--- config.mk ---
export PLATFORM = sky130hd
export DESIGN_NAME = quasi2pico_bridge
export DESIGN_NICKNAME = d
export VERILOG_FILES = /design/src/rtl/quasi_bus_pkg.sv /design/src/rtl/bus_watchdog.sv /design/src/rtl/quasi2pico_bridge.sv
export SDC_FILE = /design/constraint.sdc
export NUM_CORES = 1
export LEC_CHECK = 0
export CAP_MARGIN = 20
export CORE_UTILIZATION = 41
export CTS_CLUSTER_SIZE = 30
export DETAILED_ROUTE_END_ITERATION = 10
export GPL_TIMING_DRIVEN = 0
export PLACE_DENSITY = 0.9
export SYNTH_ARGS = -nofsm -noshare
export SYNTH_HDL_FRONTEND = slang
export SYNTH_SLANG_ARGS = --single-unit
--- constraint.sdc ---
create_clock -name clk -period 2.3 [get_ports clk]
set_input_delay 0.46 -clock clk [delete_from_list [all_inputs] [get_ports clk]]
set_output_delay 0.46 -clock clk [all_outputs]
set_load 0.005 [all_outputs]
--- src/rtl/quasi_bus_pkg.sv ---
// Shared definitions for quasiSoC bus adapters.
//   bus_state_e      : responder FSM states shared by the bridge family
//   WSTRB_WORD       : full-word write strobe
//   ERR_WORD_DEFAULT : read data returned when a native access is abandoned
//   byte_swap32      : reverses byte lanes between quasiSoC and picorv32 order
package quasi_bus_pkg;

   typedef enum logic [1:0] {
      IDLE,
      BUSY,
      RESP
   } bus_state_e;

   localparam logic [3:0]  WSTRB_WORD       = 4'hF;
   localparam logic [31:0] ERR_WORD_DEFAULT = 32'hDEADBEEF;

   function automatic logic [31:0] byte_swap32(input logic [31:0] w);
      return {w[7:0], w[15:8], w[23:16], w[31:24]};
   endfunction

endpackage

--- src/rtl/bus_watchdog.sv ---
// Cycle watchdog for bus adapters waiting on a slave.
//   clk, resetn : clock, asynchronous active-low reset
//   clr         : restart count from zero (has priority over en)
//   en          : count this cycle (saturates at all-ones)
//   expire      : combinational; high while en and the count sits on the last allowed cycle
// TIMEOUT_CYCLES = 0 disables expiry entirely.
module bus_watchdog #(
   parameter int unsigned TIMEOUT_CYCLES = 1024
) (
   input  logic clk,
   input  logic resetn,
   input  logic clr,
   input  logic en,
   output logic expire
);

   localparam int unsigned CntW = (TIMEOUT_CYCLES == 0) ? 1 : $clog2(TIMEOUT_CYCLES + 1);
   localparam logic [CntW-1:0] LastCnt =
      (TIMEOUT_CYCLES == 0) ? '0 : CntW'(TIMEOUT_CYCLES - 1);

   logic [CntW-1:0] cnt_q, cnt_d;

   always_comb begin
      cnt_d = cnt_q;
      if (clr) begin
         cnt_d = '0;
      end else if (en && (cnt_q != {CntW{1'b1}})) begin
         cnt_d = cnt_q + 1'b1;
      end
   end

   always_ff @(posedge clk or negedge resetn) begin
      if (!resetn) begin
         cnt_q <= '0;
      end else begin
         cnt_q <= cnt_d;
      end
   end

   assign expire = (TIMEOUT_CYCLES != 0) && en && (cnt_q == LastCnt);

endmodule

--- src/rtl/quasi2pico_bridge.sv ---
// quasiSoC responder to picorv32-native initiator bridge.
//   clk, resetn         : clock, asynchronous active-low reset
//   a, d, we, rd        : quasiSoC request; we/rd held by master until ready
//   spo, ready, err     : last completed read data, completion pulse, timeout flag
//   mem_valid/instr/addr/wdata/wstrb : native request (word accesses only)
//   mem_ready, mem_rdata: native completion and read data
// A watchdog aborts a BUSY access after TIMEOUT_CYCLES so a dead slave cannot
// hang the master; an aborted read returns ERR_WORD.
module quasi2pico_bridge
   import quasi_bus_pkg::*;
#(
   parameter bit              BYTE_SWAP      = 1'b1,
   parameter int unsigned     TIMEOUT_CYCLES = 1024,
   parameter logic [31:0]     ERR_WORD       = ERR_WORD_DEFAULT
) (
   input  logic        clk,
   input  logic        resetn,
   input  logic [31:0] a,
   input  logic [31:0] d,
   input  logic        we,
   input  logic        rd,
   output logic [31:0] spo,
   output logic        ready,
   output logic        err,
   output logic        mem_valid,
   output logic        mem_instr,
   output logic [31:0] mem_addr,
   output logic [31:0] mem_wdata,
   output logic [3:0]  mem_wstrb,
   input  logic        mem_ready,
   input  logic [31:0] mem_rdata
);

   bus_state_e  state_q, state_d;
   logic [31:0] spo_q, spo_d;
   logic        ready_q, ready_d;
   logic        err_q, err_d;
   logic        mem_valid_q, mem_valid_d;
   logic [31:0] mem_addr_q, mem_addr_d;
   logic [31:0] mem_wdata_q, mem_wdata_d;
   logic [3:0]  mem_wstrb_q, mem_wstrb_d;

   logic wd_clr, wd_en, wd_expire;

   // Only word accesses exist; the byte offset is intentionally dropped.
   logic unused_addr_lsb;
   assign unused_addr_lsb = ^a[1:0];

   bus_watchdog #(
      .TIMEOUT_CYCLES (TIMEOUT_CYCLES)
   ) u_watchdog (
      .clk    (clk),
      .resetn (resetn),
      .clr    (wd_clr),
      .en     (wd_en),
      .expire (wd_expire)
   );

   assign wd_en = (state_q == BUSY);

   always_comb begin
      state_d     = state_q;
      spo_d       = spo_q;
      ready_d     = 1'b0;
      err_d       = 1'b0;
      mem_valid_d = mem_valid_q;
      mem_addr_d  = mem_addr_q;
      mem_wdata_d = mem_wdata_q;
      mem_wstrb_d = mem_wstrb_q;
      wd_clr      = 1'b0;

      unique case (state_q)
         IDLE: begin
            if (rd || we) begin
               mem_addr_d  = {a[31:2], 2'b00};
               mem_wdata_d = BYTE_SWAP ? byte_swap32(d) : d;
               // we wins when both are raised
               mem_wstrb_d = we ? WSTRB_WORD : 4'h0;
               mem_valid_d = 1'b1;
               wd_clr      = 1'b1;
               state_d     = BUSY;
            end
         end
         BUSY: begin
            // A completion on the expiry cycle takes priority over the abort.
            if (mem_ready) begin
               mem_valid_d = 1'b0;
               mem_wstrb_d = 4'h0;
               if (mem_wstrb_q == 4'h0) begin
                  spo_d = BYTE_SWAP ? byte_swap32(mem_rdata) : mem_rdata;
               end
               ready_d = 1'b1;
               state_d = RESP;
            end else if (wd_expire) begin
               mem_valid_d = 1'b0;
               if (mem_wstrb_q == 4'h0) begin
                  spo_d = ERR_WORD;
               end
               ready_d = 1'b1;
               err_d   = 1'b1;
               state_d = RESP;
            end
         end
         RESP: begin
            // Wait for the master to drop its held request before rearming.
            if (!rd && !we) begin
               state_d = IDLE;
            end
         end
         default: begin
            state_d = IDLE;
         end
      endcase
   end

   always_ff @(posedge clk or negedge resetn) begin
      if (!resetn) begin
         state_q     <= IDLE;
         spo_q       <= '0;
         ready_q     <= 1'b0;
         err_q       <= 1'b0;
         mem_valid_q <= 1'b0;
         mem_addr_q  <= '0;
         mem_wdata_q <= '0;
         mem_wstrb_q <= '0;
      end else begin
         state_q     <= state_d;
         spo_q       <= spo_d;
         ready_q     <= ready_d;
         err_q       <= err_d;
         mem_valid_q <= mem_valid_d;
         mem_addr_q  <= mem_addr_d;
         mem_wdata_q <= mem_wdata_d;
         mem_wstrb_q <= mem_wstrb_d;
      end
   end

   assign spo       = spo_q;
   assign ready     = ready_q;
   assign err       = err_q;
   assign mem_valid = mem_valid_q;
   assign mem_instr = 1'b0;
   assign mem_addr  = mem_addr_q;
   assign mem_wdata = mem_wdata_q;
   assign mem_wstrb = mem_wstrb_q;

endmodule

==> qor.txt <==
final worst slack - 240.6 ps
CP Cell Sequence - ha_1 > and3_1 > a41oi_1 > nand2b_1 > clkbuf_1 > a22o_1
Antenna diodes - 0
slowest CP cell - dfrtp_1
DRT iter0 DRCs - 223
min cycle time layout - 2059 ps
Core ar. - 0.01032 mm2
initial antenna violation count - 0
WL final - 11,870 um
Syn-to-layout area delta - 55.63%
Worst Hold Class - in2async
Avg Cell Area, Syn - 10.06 um2
final net count - 750
power density over the cells - 1258 mW/mm2
critical path type - reg2reg
number of synthesized register bits - 111
Finished Cell Area - 0.006798 mm2
post-route ant nets - 0
share of layout cells above drive strength 1 - 0.05368
fmax - 0.4856 GHz
largest net degree at the start of global routing - 63
DP Area - 0.006568 mm2
vias in the first global route - 4,065
worst-skew pair later-pin latency - 370 ps
number of clock sinks - 111
met1 Use GR - 0.2616
TritonCTS buffer count - 9
CP startpoint kind - flip-flop
Hold Buf Count CTS - 0
met3 Use GR - 0.06617
Resized cells post-CTS - 0
Worst Tran Pin Value - 861.1 ps
Max-Cap Viols - 0
TritonCTS clock tree - built
Max Slew Vio Count - 0
CP arrival - 2350 ps
GRT Total Usage - 0.2256
Root Driver - clkbuf_8
VDD IR max - 618.6 uV
Die Wd - 105.2 um
DR WL/cell - 15.07 um
GR peak layer - met2
first-pass GRT wire length - 19,690 um
crit path capture type - flip-flop
# IOs - 205
max incr delay on CP - 440 ps
CTS H-tree depth - 3
row cnt - 37
Worst-path clk slew - 90 ps
Static Leak - 3.104 nW
status - finished clean
count of cell types in the netlist - 38
Die Span Y - 105.2 um
DRC - 0
Setup Viol. Count Final - 0
count of final hold-check violations - 0
Die ar. - 0.01107 mm2
DR vias/cell - 4.961
Synth warnings - 0
Mapped Area - 0.004368 mm2
met2 usage - 0.3990
Final Cycle Share - 0.8954
Starting Density - 0.4231
clk_skew - 13.39 ps
Worst Path Max Fanout - 8
Slew Limit Headroom - 0.4215
Cells after DPL - 773
pre-CTS setup slack - -124.2 ps
number of vias after detailed routing - 3,909
Non-Filler Instances - 788
register area share after synthesis - 0.6359
postcts setup bufs - 0
Cells after Synth - 434
port bufs - 199
HPWL reported at the end of detailed placement - 8954 um
GR Overflow Total - 0
Max clock buf depth - 2
RSZ-0062 raised after global routing - no
Critical Path RT - 2600 ps
routability cong. - 0.8066
First-pass DRT Iterations - 4
[cell usage in the layout, fill, tap and decap left out, types with 6 or more instances in the layout]
master	instances
clkdlybuf4s50_1	198
nand2_1	194
dfrtp_1	111
o22a_1	24
clkbuf_1	18
clkbuf_8	12
nor2_1	10
a22o_1	8
buf_4	7
nor3_1	6
[flip-flops by register name, summed over array words and instances (netlist names)]
name / count
spo: 32
mem_wstrb: 1
mem_wdata: 32
ready: 1
state_q: 2
u_watchdog.cnt_q: 11
mem_valid: 1
mem_addr: 30
err: 1
[metal layers]
metal  vias up  wire, um
li1       1837         -
met1      1891      4748
met2       162      6024
met3        19       908
met4         0       193
met5         -         0
[final timing paths]
kind                                     end                 from  cells after the start  slack, ps
worst max-delay path                 spo[17]  u_watchdog.cnt_q[1]                      6        240
worst min-delay path                  spo[8]               resetn                      1        110
worst max register to register       spo[17]  u_watchdog.cnt_q[1]                      6        240
worst min register to register  mem_addr[14]         mem_addr[14]                      2        480
max in group asynchronous            spo[25]               resetn                      2       1470
min in group clk                mem_addr[14]         mem_addr[14]                      2        480
[area by class of cell]
class | instances | area, um2
repair buffers | 201 | 2022
well taps | 136 | 170.2
flip-flops and latches | 111 | 2778
fillers | 766 | 3526
inverters | 4 | 15.01
multi-input cells | 290 | 1416
clock buffers | 12 | 165.2
plain buffers | 31 | 166.4
clock inverters | 3 | 65.06
[per-stage QoR]
step / utilization / setup TNS (ps) / hold WS, ps / total power [mW]
2_1_floorplan: - / 0 / 164.4 / 4.844
3_3_place_gp: 0.6333 / -384290 / 459.1 / 7.093
3_5_place_dp: 0.6362 / -3359 / 461.5 / 7.295
4_1_cts: 0.6585 / 0 / 132.5 / 8.634
5_1_grt: 0.6585 / 0 / 152.2 / 9.159
6_report: 0.6585 / 0 / 112.3 / 8.553
[critical path: cells and delay by family, from the launching register on]
family	cells	cell delay, ps
fa+ha+maj	1	220
simple gates	2	410
buf+inv	1	280
flops	1	440
compound gates	2	640
[cell families after synthesis]
logic type	share of synthesized area
muxes	0.004583
DFF	0.6359
xor gates and xnor gates	0.006017
adders and majority gates	0.002864
buffers and inverters	0.04153
AOI/OAI and AO/OA	0.09482
and+or+nand+nor	0.2134
other	0.0008585
[cells in the mapped netlist]
cell | n | area, um2
a2111oi_0 | 1 | 8.760
a211oi_1 | 2 | 15.01
a21oi_1 | 5 | 25.02
a22o_1 | 8 | 70.07
a311oi_1 | 1 | 8.760
a31o_2 | 1 | 8.760
a41oi_1 | 2 | 17.52
and2_1 | 1 | 6.260
and3_1 | 1 | 6.260
and4_1 | 2 | 17.52
and4_4 | 1 | 11.26
buf_2 | 4 | 20.02
buf_4 | 6 | 45.04
buf_6 | 3 | 33.78
clkbuf_1 | 18 | 67.56
conb_1 | 1 | 3.750
dfrtp_1 | 111 | 2778
ha_1 | 1 | 12.51
inv_1 | 4 | 15.01
mux2i_1 | 2 | 20.02
nand2_1 | 194 | 728.2
nand2b_1 | 2 | 12.51
nand3_1 | 2 | 10.01
nand3b_1 | 1 | 7.510
nand4_1 | 3 | 18.77
nand4b_1 | 1 | 8.760
nor2_1 | 10 | 37.54
nor3_1 | 6 | 30.03
nor3_2 | 1 | 10.01
o21ai_0 | 4 | 20.02
o22a_1 | 24 | 210.2
o22ai_1 | 1 | 6.260
o311ai_1 | 1 | 8.760
o31ai_1 | 2 | 15.01
or2_2 | 1 | 6.260
or3_1 | 1 | 6.260
or4_1 | 2 | 15.01
xnor2_1 | 3 | 26.28
[report_power, final]
part	internal, mW	switching (mW)
combinational	2.24	1.68
clock	0.696	0.623
sequential	2.82	0.493
total	5.76	2.79
(Power assumes the default switching activity.)
